## config.mk

```make
export PLATFORM = sky130hd
export DESIGN_NAME = compute_dispatch
export DESIGN_NICKNAME = d
export VERILOG_FILES = /design/src/rtl/compute_dispatch.sv
export SDC_FILE = /design/constraint.sdc
export NUM_CORES = 1
export LEC_CHECK = 0
export CORE_AREA = 2 2 206 208
export CTS_BUF_LIST = sky130_fd_sc_hd__clkbuf_16
export DETAILED_ROUTE_END_ITERATION = 7
export DIE_AREA = 0 0 208 210
export PLACE_DENSITY = 0.78
export SETUP_SLACK_MARGIN = 0.4
export SLEW_MARGIN = 20
export SYNTH_ARGS = -nofsm -noshare
export SYNTH_HDL_FRONTEND = slang
export SYNTH_SLANG_ARGS = --single-unit
```

## constraint.sdc

```tcl
create_clock -name clk -period 3.4 [get_ports clk]
set_input_delay 0.34 -clock clk [delete_from_list [all_inputs] [get_ports clk]]
set_output_delay 0.34 -clock clk [all_outputs]
set_load 0.005 [all_outputs]
```

## src/rtl/compute_dispatch.sv

```systemverilog
// Command dispatcher: queues compute commands, owns the BRAM port-B select (mode_compute)
// and sequences start/done handshakes. Optional wait watchdog under `DISPATCH_WATCHDOG_EN.
module compute_dispatch #(
  parameter int ADDR_WIDTH  = 13,
  parameter int LEN_WIDTH   = 23,
  parameter int OP_WIDTH    = 10,
  parameter int AUX_WIDTH   = 16,
  parameter int CMD_DEPTH   = 4,
  parameter int WDOG_CYCLES = 65535
) (
  input  logic                  clk,
  input  logic                  rst_n,
  input  logic                  cmd_valid,
  output logic                  cmd_ready,
  input  logic [1:0]            cmd_unit,
  input  logic [ADDR_WIDTH-1:0] cmd_addr_a,
  input  logic [ADDR_WIDTH-1:0] cmd_addr_b,
  input  logic [ADDR_WIDTH-1:0] cmd_addr_out,
  input  logic [ADDR_WIDTH-1:0] cmd_addr_const,
  input  logic [OP_WIDTH-1:0]   cmd_opcode,
  input  logic [LEN_WIDTH-1:0]  cmd_len,
  input  logic [AUX_WIDTH-1:0]  cmd_aux,
  output logic [1:0]            mode_compute,
  output logic [ADDR_WIDTH-1:0] addr_a_compute,
  output logic [ADDR_WIDTH-1:0] addr_b_compute,
  output logic [ADDR_WIDTH-1:0] addr_out_compute,
  output logic [ADDR_WIDTH-1:0] addr_const_compute,
  output logic [OP_WIDTH-1:0]   opcode_compute,
  output logic [LEN_WIDTH-1:0]  len_compute,
  output logic [AUX_WIDTH-1:0]  aux_compute,
  output logic                  start_vpu_compute,
  output logic                  start_systolic_compute,
  output logic                  start_vadd_compute,
  input  logic                  vpu_done_compute,
  input  logic                  systolic_done_compute,
  input  logic                  vadd_done_compute,
  output logic                  busy,
  output logic [15:0]           retired_count,
  output logic                  err_timeout,
  input  logic                  err_clr
);
  localparam int PTR_W = $clog2(CMD_DEPTH);
  localparam logic [1:0] UNIT_VPU  = 2'b00;
  localparam logic [1:0] UNIT_SYS  = 2'b01;
  localparam logic [1:0] UNIT_VADD = 2'b10;
  localparam logic [1:0] UNIT_NOP  = 2'b11;

  typedef struct packed {
    logic [1:0]            unit;
    logic [ADDR_WIDTH-1:0] addr_a;
    logic [ADDR_WIDTH-1:0] addr_b;
    logic [ADDR_WIDTH-1:0] addr_out;
    logic [ADDR_WIDTH-1:0] addr_const;
    logic [OP_WIDTH-1:0]   opcode;
    logic [LEN_WIDTH-1:0]  len;
    logic [AUX_WIDTH-1:0]  aux;
  } cmd_t;

  typedef enum logic [2:0] {S_IDLE, S_SETUP, S_FIRE, S_WAIT, S_RETIRE} state_e;

  cmd_t             fifo_mem [CMD_DEPTH];
  cmd_t             cmd_in, cmd_q, cmd_d;
  logic [PTR_W-1:0] wr_ptr_q, wr_ptr_d, rd_ptr_q, rd_ptr_d;
  logic [PTR_W:0]   count_q, count_d;
  state_e           state_q, state_d;
  logic [1:0]       mode_q, mode_d;
  logic             start_vpu_q, start_vpu_d, start_sys_q, start_sys_d, start_vadd_q, start_vadd_d;
  logic [15:0]      retired_q, retired_d;
  logic             push, pop, full, empty, sel_done, wdog_expired, wdog_hit_q;

  assign cmd_in = '{unit: cmd_unit, addr_a: cmd_addr_a, addr_b: cmd_addr_b, addr_out: cmd_addr_out,
                    addr_const: cmd_addr_const, opcode: cmd_opcode, len: cmd_len, aux: cmd_aux};

  assign full      = (count_q == (PTR_W+1)'(CMD_DEPTH));
  assign empty     = (count_q == '0);
  assign cmd_ready = !full;
  assign push      = cmd_valid && !full;
  assign pop       = (state_q == S_IDLE) && !empty;

  // NOTE: every signal driven in an always_comb gets a default first, so no path can infer a latch.
  always_comb begin
    wr_ptr_d = wr_ptr_q;
    rd_ptr_d = rd_ptr_q;
    count_d  = count_q;
    if (push) wr_ptr_d = wr_ptr_q + 1'b1;
    if (pop)  rd_ptr_d = rd_ptr_q + 1'b1;
    case ({push, pop})
      2'b10:   count_d = count_q + 1'b1;
      2'b01:   count_d = count_q - 1'b1;
      default: count_d = count_q;
    endcase
  end

  // NOTE: queue storage has no reset; the pointers and count alone say which entries are live.
  always_ff @(posedge clk) begin
    if (push) fifo_mem[wr_ptr_q] <= cmd_in;
  end

  // Only the latched unit's done is observed; the others are don't-care.
  always_comb begin
    sel_done = 1'b0;
    case (cmd_q.unit)
      UNIT_VPU:  sel_done = vpu_done_compute;
      UNIT_SYS:  sel_done = systolic_done_compute;
      UNIT_VADD: sel_done = vadd_done_compute;
      default:   sel_done = 1'b0;
    endcase
  end

  always_ff @(posedge clk or negedge rst_n) begin
    if (!rst_n) state_q <= S_IDLE;
    else        state_q <= state_d;
  end

  always_comb begin
    state_d = state_q;
    case (state_q)
      S_IDLE:   if (!empty) state_d = S_SETUP;
      S_SETUP:  state_d = (cmd_q.unit == UNIT_NOP) ? S_RETIRE : S_FIRE;
      S_FIRE:   state_d = S_WAIT;
      S_WAIT:   if (sel_done || wdog_expired) state_d = S_RETIRE;
      S_RETIRE: state_d = S_IDLE;
      default:  state_d = S_IDLE;
    endcase
  end

  // Mode takes the unit at pop (visible from SETUP) and is released only when leaving RETIRE.
  always_comb begin
    cmd_d        = cmd_q;
    mode_d       = mode_q;
    retired_d    = retired_q;
    start_vpu_d  = (state_q == S_SETUP) && (cmd_q.unit == UNIT_VPU);
    start_sys_d  = (state_q == S_SETUP) && (cmd_q.unit == UNIT_SYS);
    start_vadd_d = (state_q == S_SETUP) && (cmd_q.unit == UNIT_VADD);
    if (pop) begin
      cmd_d  = fifo_mem[rd_ptr_q];
      mode_d = fifo_mem[rd_ptr_q].unit;
    end
    if (state_q == S_RETIRE) begin
      mode_d = UNIT_NOP;
      if (!wdog_hit_q) retired_d = retired_q + 16'd1;
    end
  end

  // NOTE: sequential state uses non-blocking assignments so every flop samples pre-edge values.
  always_ff @(posedge clk or negedge rst_n) begin
    if (!rst_n) begin
      wr_ptr_q     <= '0;
      rd_ptr_q     <= '0;
      count_q      <= '0;
      cmd_q        <= '0;
      mode_q       <= UNIT_NOP;
      start_vpu_q  <= 1'b0;
      start_sys_q  <= 1'b0;
      start_vadd_q <= 1'b0;
      retired_q    <= '0;
    end else begin
      wr_ptr_q     <= wr_ptr_d;
      rd_ptr_q     <= rd_ptr_d;
      count_q      <= count_d;
      cmd_q        <= cmd_d;
      mode_q       <= mode_d;
      start_vpu_q  <= start_vpu_d;
      start_sys_q  <= start_sys_d;
      start_vadd_q <= start_vadd_d;
      retired_q    <= retired_d;
    end
  end

`ifdef DISPATCH_WATCHDOG_EN
  localparam logic [15:0] WDOG_LAST = 16'(WDOG_CYCLES - 1);
  logic [15:0] wdog_cnt_q, wdog_cnt_d;
  logic        wdog_hit_d, err_q, err_d;

  assign wdog_expired = (state_q == S_WAIT) && !sel_done && (wdog_cnt_q == WDOG_LAST);

  always_comb begin
    wdog_cnt_d = wdog_cnt_q;
    wdog_hit_d = wdog_hit_q;
    err_d      = err_q;
    if (state_q == S_FIRE)      wdog_cnt_d = '0;
    else if (state_q == S_WAIT) wdog_cnt_d = wdog_cnt_q + 16'd1;
    if (wdog_expired)             wdog_hit_d = 1'b1;
    else if (state_q == S_RETIRE) wdog_hit_d = 1'b0;
    if (err_clr)           err_d = 1'b0;
    else if (wdog_expired) err_d = 1'b1;
  end

  always_ff @(posedge clk or negedge rst_n) begin
    if (!rst_n) begin
      wdog_cnt_q <= '0;
      wdog_hit_q <= 1'b0;
      err_q      <= 1'b0;
    end else begin
      wdog_cnt_q <= wdog_cnt_d;
      wdog_hit_q <= wdog_hit_d;
      err_q      <= err_d;
    end
  end

  assign err_timeout = err_q;
`else
  logic unused_wdog;
  assign wdog_expired = 1'b0;
  assign wdog_hit_q   = 1'b0;
  assign err_timeout  = 1'b0;
  assign unused_wdog  = &{1'b0, err_clr, 32'(WDOG_CYCLES)};
`endif

  assign busy                   = !empty || (state_q != S_IDLE);
  assign mode_compute           = mode_q;
  assign addr_a_compute         = cmd_q.addr_a;
  assign addr_b_compute         = cmd_q.addr_b;
  assign addr_out_compute       = cmd_q.addr_out;
  assign addr_const_compute     = cmd_q.addr_const;
  assign opcode_compute         = cmd_q.opcode;
  assign len_compute            = cmd_q.len;
  assign aux_compute            = cmd_q.aux;
  assign start_vpu_compute      = start_vpu_q;
  assign start_systolic_compute = start_sys_q;
  assign start_vadd_compute     = start_vadd_q;
  assign retired_count          = retired_q;
endmodule

```

# Yosys cells after proc, flatten, opt, wreduce, memory -nomap -nowiden

Memory sizes are Yosys's and may differ from the RTL's.
Index checks and enable logic that the tools add are counted.

Register bits after elaboration: 134
Memory bits (writable): 412
Input bits: 110
Output and inout port bits: 125
Word-level logic and storage cells: 60
Memories kept: 1

Add/subtract/negate cells: 5
Equality and inequality tests: 12
Muxes and demuxes: 10
Reductions and logical operators: 15

Memory list:

| memory   | depth | width | read ports | clocked after memory_dff | wr ports | line | source |
|---|---|---|---|---|---|---|---|
| fifo_mem | 4     | 103   | 1          | 0                        | 1        | 61   | `cmd_t fifo_mem [CMD_DEPTH];` |

Operators by type and width:

| operator                                            | number |
|---|---|
| adder 16 x 1 -> 16 bit, second input constant       | 1 |
| case mux 3 bit (4 select lines)                     | 1 |
| two-way mux 3 bit                                   | 3 |
| equality test 2 bit, second input constant          | 3 |
| equality test 3 x 2 -> 1 bit, second input constant | 2 |
| equality test 3 bit, second input constant          | 2 |
| zero test 3 bit                                     | 2 |
| case mux 3 bit (2 select lines)                     | 1 |
| logical AND 1 bit                                   | 5 |
| adder 2 x 1 -> 2 bit, second input constant         | 2 |
| equality test 2 x 1 -> 1 bit, second input constant | 2 |
| two-way mux 2 bit                                   | 2 |
| != test 2 bit, second input constant                | 2 |
| nonzero test 2 bit                                  | 2 |
| adder 3 x 1 -> 3 bit, second input constant         | 1 |
| equality test 3 x 1 -> 1 bit, second input constant | 1 |
| case mux 1 bit (3 select lines)                     | 1 |
| nonzero test 3 bit                                  | 1 |
| subtractor 3 x 1 -> 3 bit, second input constant    | 1 |
| zero test 1 bit                                     | 2 |
| zero test 2 bit                                     | 1 |
| two-way mux 1 bit                                   | 2 |
| AND reduction 2 bit                                 | 1 |
| logical OR 1 bit                                    | 1 |

# Depth between registers and ports, before layout

Depth after elaboration: 5
Mapped depth: 11
Gate-level depth less buffers: 10

# Worst setup path after synthesis

Ideal clock, no wire load.

Path kind: flip-flop to flip-flop
Start point: reg wr_ptr_q[0]
End point: mem fifo_mem[2][0] (netlist name), enable pin
Data arrival time: 3047 ps
Required time: 2926 ps
Slack: -121 ps
Stages on the path, launching flop included: 4
Buffers on the path: 0
Clock period less this slack: 3521 ps
Path through: dfrtp_1 > inv_1 > ha_1 > and3_1

RTL lines:

| what                     | line | source |
|---|---|---|
| start: declaration       | 63   | `logic [PTR_W-1:0] wr_ptr_q, wr_ptr_d, rd_ptr_q, rd_ptr_d;` |
| start signal: assignment | 158  | `wr_ptr_q <= wr_ptr_d;` |
| end: declaration         | 61   |  |

Straight into the memory's write port.

# Worst setup path after layout

Start point: reg state_q[1]
End point: reg count_q[2]

Word-level cells in the longest chain between the ends: 4
Elaborated cells between the ends (all ways): 6
Those cells by class: eq/ne: 2; mux: 1; reduce/logical: 3

RTL lines:

| what                                                                  | line | source |
|---|---|---|
| start: declaration                                                    | 65   | `state_e state_q, state_d;` |
| start signal: assignment                                              | 112  | `else state_q <= state_d;` |
| zero test 3 bit (*)                                                   | 78   | `assign pop = (state_q == S_IDLE) && !empty;` |
| logical AND 1 bit (*)                                                 | 78   |  |
| equality test 2 x 1 -> 1 bit or equality test 2 bit (tied branches)   | 87   | `case ({push, pop})` |
| case mux 3 bit (2 select lines) or nonzero test 2 bit (tied branches) | -    |  |
| end signal: assignment                                                | 160  | `count_q <= count_d;` |
| end: declaration                                                      | 64   | `logic [PTR_W:0] count_q, count_d;` |

Mark *: on every way between the ends. The rest lies on a longest branch, timed or not.
A chain may end at the register's enable or synchronous reset.

==> impl_metrics.csv <==
group,metric,value,unit
worst_hold_path,hold_path.class,"in -> async",
pwr,power,21600,uW
pwr,p_leak,0.00921,uW
critical_path,worstPathRequired,3910,ps
yosys,synth-seq-cells,546,
floorplanning,num_rows,75,
yosys,synthTopCellsByArea,"edfxtp_1 (59%), dfrtp_1 (16%), mux4_2 (11%)",
critical_path,startpoint,"state_q[1]",
clocking,numCtsBuffers,55,
yosys,synth_cell_types,38,
timing,tns,0,ps
floorplanning,die_w,208,um
drt,vias,10400,
critical_path,endpoint_kind,"register",
finish,final_common_cell,"edfxtp_1",
floorplanning,coreArea,41500,sq um
timing,finalMaxSlewViolations,0,
clocking,cts_buffer_depth,3,
floorplanning,ioPinCount,235,
finish,multiInputGateArea,4130,sq um
critical_path,rr_startpoint,"state_q[1]",
placement,io_buffers,232,
drt,drcViolationCount,0,
floorplanning,die_h,210,um
drt,via_per_inst,5.36,
grt,antenna_found_initial,1,
finish,diodes,0,
grt,grt_max_degree,105,
timing,fmax,421,MHz
clocking,clockRootBuffer,"clkbuf_16",
timing,finalCritPeriodShare,0.699,
yosys,synth_edf_count,412,
clocking,path_clk_slew,60,ps
clocking,clk_latency,600,ps
drt,wl_per_cell,21.0,um
grt,grt_pass1_vias,11100,
finish,fill_cells,3006,
clocking,cts_sinks,546,
flow_run,cap_violations,0,
outcome,status,"finished clean",
finish,area.sequential,15700,sq um
timing,tightestPinTransition,846,ps
critical_path,cp-start-kind,"register",
timing,rsz0062_at_grt,"false",
drt,wirelength,40.8,mm
yosys,synthCells,1193,
yosys,avgSynthCellArea,17.5,sq um
finish,layout-drive-gt1-share,0.152,
critical_path,r2r_end,"count_q[2]",
finish,final_cell_mix,"edfxtp_1 (412), nand2_1 (309), clkdlybuf4s50_1 (231), dfrtp_1 (130), mux4_2 (103)",
yosys,yosysSeqAreaShare,0.752,
yosys,syn-num-nets,1310,
critical_path,crit_end,"count_q[2]",
critical_path,r2r_slack,1020,ps
critical_path,rr_worst_depth,8,
floorplanning,dieArea,43700,sq um
finish,fin_nets,1473,
clocking,cts_resized,0,
clocking,htreeDepth,2,
critical_path,crit_type,"reg -> reg",
drt,ant_nets,0,
timing,hold_viol_final,0,
critical_path,worstPathArrival,2880,ps
critical_path,path_max_fanout,21,
grt,grt_overflow,0,
floorplanning,initial_utilization,0.504,
timing,slew_headroom,0.436,
pwr,power_density,869,nW/um^2
yosys,async_flop_share,0.245,
grt,grt_pass1_wl,63.7,mm
timing,finalCriticalPeriod,2380,ps
clocking,cts_tree,"done",
yosys,synth.largest_area_cell,"edfxtp_1",
finish,syn_to_final_growth,19.0,%
yosys,syn_area,20900,sq um
drt,firstDrtPassIters,5,
timing,skew,21.8,ps
timing,finalSetupViolations,0,
yosys,yosys_warnings,0,
timing,hold_ws,368,ps
drt,drt_iter0_markers,630,
yosys,ys.flop_type,"edfxtp_1",
placement,place_hpwl,23.1,mm
grt,grt_usage,0.190,
placement,place_congestion,0.769,
pwr,vdd_ir_drop_max,462,uV
yosys,synth_top_area_share,0.592,
layer usage:
layer,track usage,share of wire
met1,0.243,0.41
met3,0.0364,0.052
met5,0,0.00039
met2,0.332,0.51
met4,0.0614,0.022
synthesized netlist by cell type, types with 2 or more instances:
| cell | instances |
|---|---|
| buf_4 | 104 |
| nor3_1 | 3 |
| nand3_1 | 5 |
| ha_1 | 6 |
| xnor2_1 | 17 |
| dfrtp_1 | 132 |
| edfxtp_1 | 412 |
| a211o_1 | 2 |
| buf_2 | 21 |
| and2_1 | 4 |
| buf_6 | 8 |
| nor3b_1 | 2 |
| nand3b_1 | 2 |
| a21o_1 | 2 |
| dfstp_2 | 2 |
| nor2_1 | 2 |
| nand4_1 | 4 |
| clkbuf_1 | 16 |
| nand2_1 | 309 |
| xor2_1 | 4 |
| mux2_2 | 2 |
| inv_1 | 6 |
| mux2i_1 | 2 |
| and3_1 | 8 |
| and4_1 | 3 |
| mux4_2 | 103 |
through the flow:
step                instance area, sq um  std cells  setup slack (ps)  utilization
global placement                   23200       1837              1020        0.559
detailed placement                 23200       1837              1020        0.559
finish                             24900       1941              1020        0.600
floorplan                          20900       1193              1030            -
CTS                                24900       1941              1000        0.600
global route                       24900       1941               874        0.600
sequential cells by signal, indices dropped and copies added (netlist names):
signal	count
addr_out_compute	13
wr_ptr_q	2
opcode_compute	10
retired_count	16
fifo_mem	412
mode_compute	2
rd_ptr_q	2
cmd_q	2
addr_b_compute	13
addr_const_compute	13
start_vpu_compute	1
state_q	3
count_q	3
len_compute	23
addr_a_compute	13
aux_compute	16
start_systolic_compute	1
start_vadd_compute	1
layout make-up:
cell class              instances  share of cell area
multi-input cells             490               0.166
clock inverters                48              0.0122
flip-flops and latches        546               0.633
well taps                     539              0.0271
repair buffers                256               0.105
clock buffers                  55              0.0553
inverters                       7             0.00116
logic make-up after synthesis:
family	share of synthesized area
adders and majority gates	0.00455
and+or+nand+nor	0.0673
AOI/OAI and AO/OA	0.00257
other	0.000179
DFF	0.752
muxes	0.113
xor gates and xnor gates	0.00880
buffers and inverters	0.0511
power breakdown:
part,internal [uW],switching [uW],total (uW)
Combinational,3160,2970,6130
Sequential,9010,886,9900
Clock,3160,2410,5580
Total,15300,6270,21600
worst max-delay path, cell delays in order (launching register included):
cell and delay [ps]:
dfrtp_1 440, or4_4 730, inv_4 120, ha_1 170, inv_1 60, fa_1 370, xor2_1 150, nor2_1 110
xor2_1 150
timing repair:
action / CTS / global route
endpoints found under the hold margin: 71 / 0
hold buffers: 1 / 0
buffers inserted: 0 / 0
worst min path at each step:
| stage | startpoint | end | slack, ps | cells after the start |
|---|---|---|---|---|
| after floorplan | rst_n | addr_a_compute[0] | 40 | 0 |
| after global placement | rst_n | opcode_compute[0] | 440 | 1 |
| after detailed placement | rst_n | opcode_compute[3] | 450 | 1 |
| after CTS | cmd_len[17] | fifo_mem[3][33] | 330 | 1 |
| after global routing | cmd_addr_b[3] | fifo_mem[1][78] | 350 | 1 |
| final | rst_n | opcode_compute[3] | 370 | 2 |
Note: power is estimated with default switching activity, not from simulation.
